File: src/rtl/game_round_controller.sv
// ---------------------------------------------------------------------------
// game_round_controller
//   Gates NUM_PLAYERS player inputs and sequences a game of NUM_ROUNDS timed
//   rounds: WAIT -> RECONFIG -> PREGAME -> PLAY -> INTERMISSION/GAMEOVER.
//   Also raises logout / password-reset requests to the authentication side.
//
//   Optional feature macro: GAME_PAUSE_EN
//     defined   : start press in PLAY pauses (PAUSED), start again resumes.
//     undefined : start in PLAY is ignored, PAUSED recovers to WAIT.
//
// Ports
//   clk, rst            clock, synchronous active-high reset
//   enable              authentication complete (level)
//   start_btn, logout_btn, preset_btn   buttons, rising-edge detected
//   player_in/out       raw / gated player controls (out idles at IDLE_MASK)
//   time_out            countdown expired
//   timer_reconfig      one-cycle load pulse, timer_load_value = ROUND_TIME
//   timer_enable        countdown running
//   score_enable        score display select
//   logout_s, pass_reset  requests to authentication
//   round_idx           current round (0-based)
//   state_o             state encoding for debug
// ---------------------------------------------------------------------------
module game_round_controller #(
  parameter int                     NUM_PLAYERS = 2,
  parameter logic [NUM_PLAYERS-1:0] IDLE_MASK   = 2'b10,
  parameter int                     NUM_ROUNDS  = 1,
  parameter int                     ROUND_TIME  = 99,
  parameter int                     TIMER_W     = 8,
  parameter int                     WAIT_CYCLES = 3
) (
  input  logic                   clk,
  input  logic                   rst,
  input  logic                   enable,
  input  logic                   start_btn,
  input  logic                   logout_btn,
  input  logic                   preset_btn,
  input  logic [NUM_PLAYERS-1:0] player_in,
  output logic [NUM_PLAYERS-1:0] player_out,
  input  logic                   time_out,
  output logic                   timer_reconfig,
  output logic [TIMER_W-1:0]     timer_load_value,
  output logic                   timer_enable,
  output logic                   score_enable,
  output logic                   logout_s,
  output logic                   pass_reset,
  output logic [3:0]             round_idx,
  output logic [2:0]             state_o
);

  typedef enum logic [2:0] {
    S_WAIT     = 3'd0,
    S_RECONFIG = 3'd1,
    S_PREGAME  = 3'd2,
    S_PLAY     = 3'd3,
    S_INTER    = 3'd4,
    S_GAMEOVER = 3'd5,
    S_PAUSED   = 3'd6
  } state_t;

  localparam logic [7:0] CNT_MAX    = 8'(WAIT_CYCLES - 1);
  localparam logic [3:0] LAST_ROUND = 4'(NUM_ROUNDS - 1);

  state_t                   state_q, state_d;
  logic [7:0]               cnt_q, cnt_d;
  logic [2:0]               hist_q, hist_d;   // {start, logout, preset}
  logic [NUM_PLAYERS-1:0]   pout_q, pout_d;
  logic                     recfg_q, recfg_d;
  logic                     ten_q, ten_d;
  logic                     score_q, score_d;
  logic                     logout_q, logout_d;
  logic                     prst_q, prst_d;
  logic [3:0]               round_q, round_d;

  logic start_p, logout_p, preset_p;
  logic enter_wait;

  assign start_p  = start_btn  & ~hist_q[2];
  assign logout_p = logout_btn & ~hist_q[1];
  assign preset_p = preset_btn & ~hist_q[0];

  // Outputs are loaded on the transition into a state, so they are valid
  // for the whole time the state register shows that state.
  always_comb begin
    state_d    = state_q;
    cnt_d      = cnt_q;
    hist_d     = {start_btn, logout_btn, preset_btn};
    pout_d     = pout_q;
    recfg_d    = recfg_q;
    ten_d      = ten_q;
    score_d    = score_q;
    logout_d   = logout_q;
    prst_d     = prst_q;
    round_d    = round_q;
    enter_wait = 1'b0;

    case (state_q)
      S_WAIT: begin
        pout_d = IDLE_MASK;
        if (cnt_q < CNT_MAX) begin
          cnt_d = cnt_q + 8'd1;
        end else begin
          // Requests held until here give authentication time to drop enable.
          logout_d = 1'b0;
          prst_d   = 1'b0;
          if (enable) begin
            state_d = S_RECONFIG;
            recfg_d = 1'b1;
            score_d = 1'b0;
            cnt_d   = '0;
          end
        end
      end
      S_RECONFIG: begin
        recfg_d = 1'b0;
        pout_d  = IDLE_MASK;
        state_d = S_PREGAME;
      end
      S_PREGAME: begin
        if (logout_p) begin
          logout_d   = 1'b1;
          enter_wait = 1'b1;
        end else if (preset_p) begin
          prst_d     = 1'b1;
          enter_wait = 1'b1;
        end else if (start_p) begin
          ten_d   = 1'b1;
          state_d = S_PLAY;
        end
      end
      S_PLAY: begin
        pout_d = player_in;
        if (time_out) begin
          pout_d  = IDLE_MASK;
          ten_d   = 1'b0;
          score_d = 1'b1;
          state_d = (round_q < LAST_ROUND) ? S_INTER : S_GAMEOVER;
        end
`ifdef GAME_PAUSE_EN
        else if (start_p) begin
          pout_d  = IDLE_MASK;
          ten_d   = 1'b0;
          state_d = S_PAUSED;
        end
`endif
      end
      S_INTER, S_GAMEOVER: begin
        if (logout_p) begin
          logout_d   = 1'b1;
          enter_wait = 1'b1;
        end else if (preset_p) begin
          prst_d     = 1'b1;
          enter_wait = 1'b1;
        end else if (start_p) begin
          if (state_q == S_INTER) begin
            round_d = round_q + 4'd1;
            recfg_d = 1'b1;
            score_d = 1'b0;
            state_d = S_RECONFIG;
          end else begin
            enter_wait = 1'b1;
          end
        end
      end
`ifdef GAME_PAUSE_EN
      S_PAUSED: begin
        if (logout_p) begin
          logout_d   = 1'b1;
          enter_wait = 1'b1;
        end else if (start_p) begin
          ten_d   = 1'b1;
          state_d = S_PLAY;
        end
      end
`endif
      default: begin
        // Illegal (or disabled PAUSED) encoding: recover with reset values.
        state_d  = S_WAIT;
        cnt_d    = '0;
        hist_d   = '0;
        pout_d   = IDLE_MASK;
        recfg_d  = 1'b0;
        ten_d    = 1'b0;
        score_d  = 1'b0;
        logout_d = 1'b0;
        prst_d   = 1'b0;
        round_d  = '0;
      end
    endcase

    // Any return to WAIT starts a fresh session.
    if (enter_wait) begin
      state_d = S_WAIT;
      pout_d  = IDLE_MASK;
      cnt_d   = '0;
      round_d = '0;
      ten_d   = 1'b0;
    end
  end

  always_ff @(posedge clk) begin
    if (rst) begin
      state_q  <= S_WAIT;
      cnt_q    <= '0;
      hist_q   <= '0;
      pout_q   <= IDLE_MASK;
      recfg_q  <= 1'b0;
      ten_q    <= 1'b0;
      score_q  <= 1'b0;
      logout_q <= 1'b0;
      prst_q   <= 1'b0;
      round_q  <= '0;
    end else begin
      state_q  <= state_d;
      cnt_q    <= cnt_d;
      hist_q   <= hist_d;
      pout_q   <= pout_d;
      recfg_q  <= recfg_d;
      ten_q    <= ten_d;
      score_q  <= score_d;
      logout_q <= logout_d;
      prst_q   <= prst_d;
      round_q  <= round_d;
    end
  end

  assign player_out       = pout_q;
  assign timer_reconfig   = recfg_q;
  assign timer_load_value = TIMER_W'(ROUND_TIME);
  assign timer_enable     = ten_q;
  assign score_enable     = score_q;
  assign logout_s         = logout_q;
  assign pass_reset       = prst_q;
  assign round_idx        = round_q;
  assign state_o          = state_q;

endmodule

File: config.mk
export PLATFORM = sky130hd
export DESIGN_NAME = game_round_controller
export DESIGN_NICKNAME = d
export VERILOG_FILES = /design/src/rtl/game_round_controller.sv
export SDC_FILE = /design/constraint.sdc
export NUM_CORES = 1
export LEC_CHECK = 0
export BUFFER_PORTS_ARGS = -buffer_cell sky130_fd_sc_hd__buf_4
export CAP_MARGIN = 5
export CORE_MARGIN = 10
export CORE_UTILIZATION = 57
export DETAILED_ROUTE_END_ITERATION = 10
export GPL_TIMING_DRIVEN = 1
export PLACE_DENSITY = 0.86
export SKIP_LAST_GASP = 1
export SLEW_MARGIN = 20
export SYNTH_ARGS = -nofsm -noshare
export SYNTH_HDL_FRONTEND = slang
export SYNTH_SLANG_ARGS = --single-unit
File: constraint.sdc
create_clock -name clk -period 2.35 [get_ports clk]
set_input_delay 0.47 -clock clk [delete_from_list [all_inputs] [get_ports clk]]
set_output_delay 0.47 -clock clk [all_outputs]
set_load 0.1 [all_outputs]
==> results.yml <==
finish:
  drive_gt1_frac: 0.244
  final_cell_mix: "25 x dfxtp_1, 24 x buf_4, 15 x nor2_1, 15 x a21oi_1"
  layout_commonest_cell: "dfxtp_1"
  fin_nets: 184
  fillers: 189
  seq_area_sq_um: 500
  syn2layout_area_growth_pct: 12.3
  multiInputGateArea_sq_um: 769
  postLayoutCoreUtil: 0.681
  n_antenna_cell: 0
power:
  vdd_ir_drop_max_mv: 0.719
  p_leak_nw: 0.622
  power_mw: 1.52
  power_density_mw_per_mm2: 1000
worst_hold_path:
  hold_depth: 2
  holdCritPathClass: "primary input to register"
run:
  drv_cap: 0
synth:
  syn_area_per_cell_sq_um: 9.03
  ys_warn_count: 0
  synth_top_family_by_area: "simple AND/OR/NAND/NOR gates"
  synth_xor_area_frac: 0.0129
  synth_area_sq_mm: 0.00135
  synthAdderAreaFrac: 0.0185
  async_flop_share: 0
  yosysSeqAreaShare: 0.370
  synthDistinctLibCells: 43
  yosys-top-cells-area: "dfxtp_1 37%, a21oi_1 5.5%, buf_4 4.4%"
  syn_inst: 150
  synthMuxAreaShare: 0.0148
  netlist.area_leader.share: 0.370
  synth_compound_area_frac: 0.245
  ys.flop_type: "dfxtp_1"
  synth_enable_flop_cells: 0
  yosysTopAreaCell: "dfxtp_1"
  synth-simple-area-share: 0.255
  ys_ff_latch: 25
sta:
  relSlewSlack: 0.609
  fin_setup_tns_ns: 0
  skew_ns: 0.00645
  report.final.slew_viol_count: 0
  rsz0062_at_grt: "false"
  worst_slew_pin_slew_ns: 0.586
  finalHoldViolCount: 0
  layout_setup_ws_ns: 0.455
  min_period_over_period: 0.806
  max_freq_mhz: 528
  period_needed_ns: 1.89
  setup_viol: 0
floorplanning:
  dieArea_sq_mm: 0.00472
  initial_core_util: 0.606
  num_io_pins: 31
  die_h_microns: 68.7
  core_area_sq_mm: 0.00223
  dieWidth_microns: 68.7
  num_rows: 17
clock_network:
  cts_buffer_depth: 2
  cts_root_buffer: "clkbuf_4"
  clock_latency_ns: 0.31
  cts_resized: 0
  numCtsBuffers: 3
  postCtsSetupBuffers: 0
  h-tree-depth: 1
  cts_tree: "built"
  cts_hold_repair.buffers: 0
  cts.reportedPaths.clkPinSlew_ns: 0.13
  cts.sinks: 25
worst_setup_path:
  critPathBufInv: 1
  regToRegSetupSlack_ns: 0.66
  worstSetupPathType: "register to primary output"
  startpoint_type: "register"
  endpoint_kind: "primary output"
  path_cells: "buf_4"
  crit_family: "flip-flops"
  critical_path_depth: 1
  cpMaxStageDelayCell: "dfxtp_1"
  slowest_delay_ns: 0.72
  crit_arrival_ns: 1.42
  crit_fanout: 16
  reg2reg_depth: 4
  cp.required_ns: 1.88
global_route:
  track_usage: 0.142
  antenna_found_initial: 0
  grt_pass1_wl_microns: 5260
  grt_max_degree: 17
  grt_overflow_total: 0
  grt_pass1_vias: 1111
routing:
  detail_route.wl_per_cell_microns: 15.3
  drc_errors: 0
  drtPass1Iterations: 4
  drtIter0Drc: 53
  totalWireLength_microns: 3060
  antenna_left: 0
  viasPerCell: 5.48
  vias: 1096
placement:
  gp_routability_congestion: 0.917
  portBuffers: 22
  place_ws_ns: 0.527
  dp.final_hpwl_microns: 2470
status:
  run_status: "finished, final reports clean"
[report_power, final]
group	total [mW]	switching, mW	internal [mW]
combinational	0.782	0.557	0.225
clock	0.184	0.121	0.0635
sequential	0.555	0.0786	0.476
total	1.52	0.757	0.764
[through the flow]
stage,cell area (sq um),hold WS (ns),instances
2_1_floorplan,1380,0.474,156
3_3_place_gp,1490,0.455,196
3_5_place_dp,1490,0.465,196
4_1_cts,1520,0.336,200
5_1_grt,1520,0.327,200
6_report,1520,0.344,200
[cells by family after synthesis]
family	Yosys count
buffers and inverters	14
muxes	2
AOI/OAI and AO/OA	42
xor gates and xnor gates	2
and+or+nand+nor	61
adders and majority gates	2
DFF	25
other	2
[cell usage after synthesis, types with 2 or more instances]
cell      number
inv_1          2
ha_1           2
mux2i_1        2
conb_1         2
nand2b_1       9
o21ai_0        6
nor2_1        15
nor2b_1        7
nor3_1         4
buf_4          8
a31oi_1        2
dfxtp_1       25
and2_1         5
nand3_1        4
buf_6          3
xor2_1         2
nand2_1        9
a41oi_1        2
o21a_1         3
a21oi_1       15
[routing by layer]
layer	part of all wire	global-route usage	wire (microns)	vias up
li1	-	-	-	556
met1	0.40	0.154	1210	514
met2	0.54	0.262	1640	20
met3	0.049	0.0290	150	6
met4	0.019	0.0567	58	0
met5	0	0	0	-
[flip-flops by register name, indices dropped and copies added (netlist names)]
name / count
score_enable: 1
cnt_q: 8
timer_reconfig: 1
round_idx: 4
player_out: 2
pass_reset: 1
timer_enable: 1
state_o: 3
hist_q: 3
logout_s: 1
[area by class of cell]
| class | count | area share |
|---|---|---|
| clock buffer | 3 | 0.0148 |
| clock inverter | 1 | 0.00329 |
| inverter | 2 | 0.00494 |
| multi-input combinational | 117 | 0.506 |
| sequential | 25 | 0.329 |
| tap | 28 | 0.0230 |
| timing repair buffer | 24 | 0.119 |
[path summary, 6_finish.rpt]
check | startpoint | end
worst min register to register | timer_enable | timer_enable
worst max-delay path | state_o[0] | state_o[0]
worst max register to register | state_o[0] | state_o[1]
worst min-delay path | rst | timer_reconfig
[worst register-to-register path, stage by stage, from the launching register on]
cell	delay (ns)
dfxtp_1	0.72
nor3_1	0.13
a21oi_1	0.26
o221ai_1	0.22
a211oi_2	0.29
Note: power is estimated with default switching activity, not from simulation.
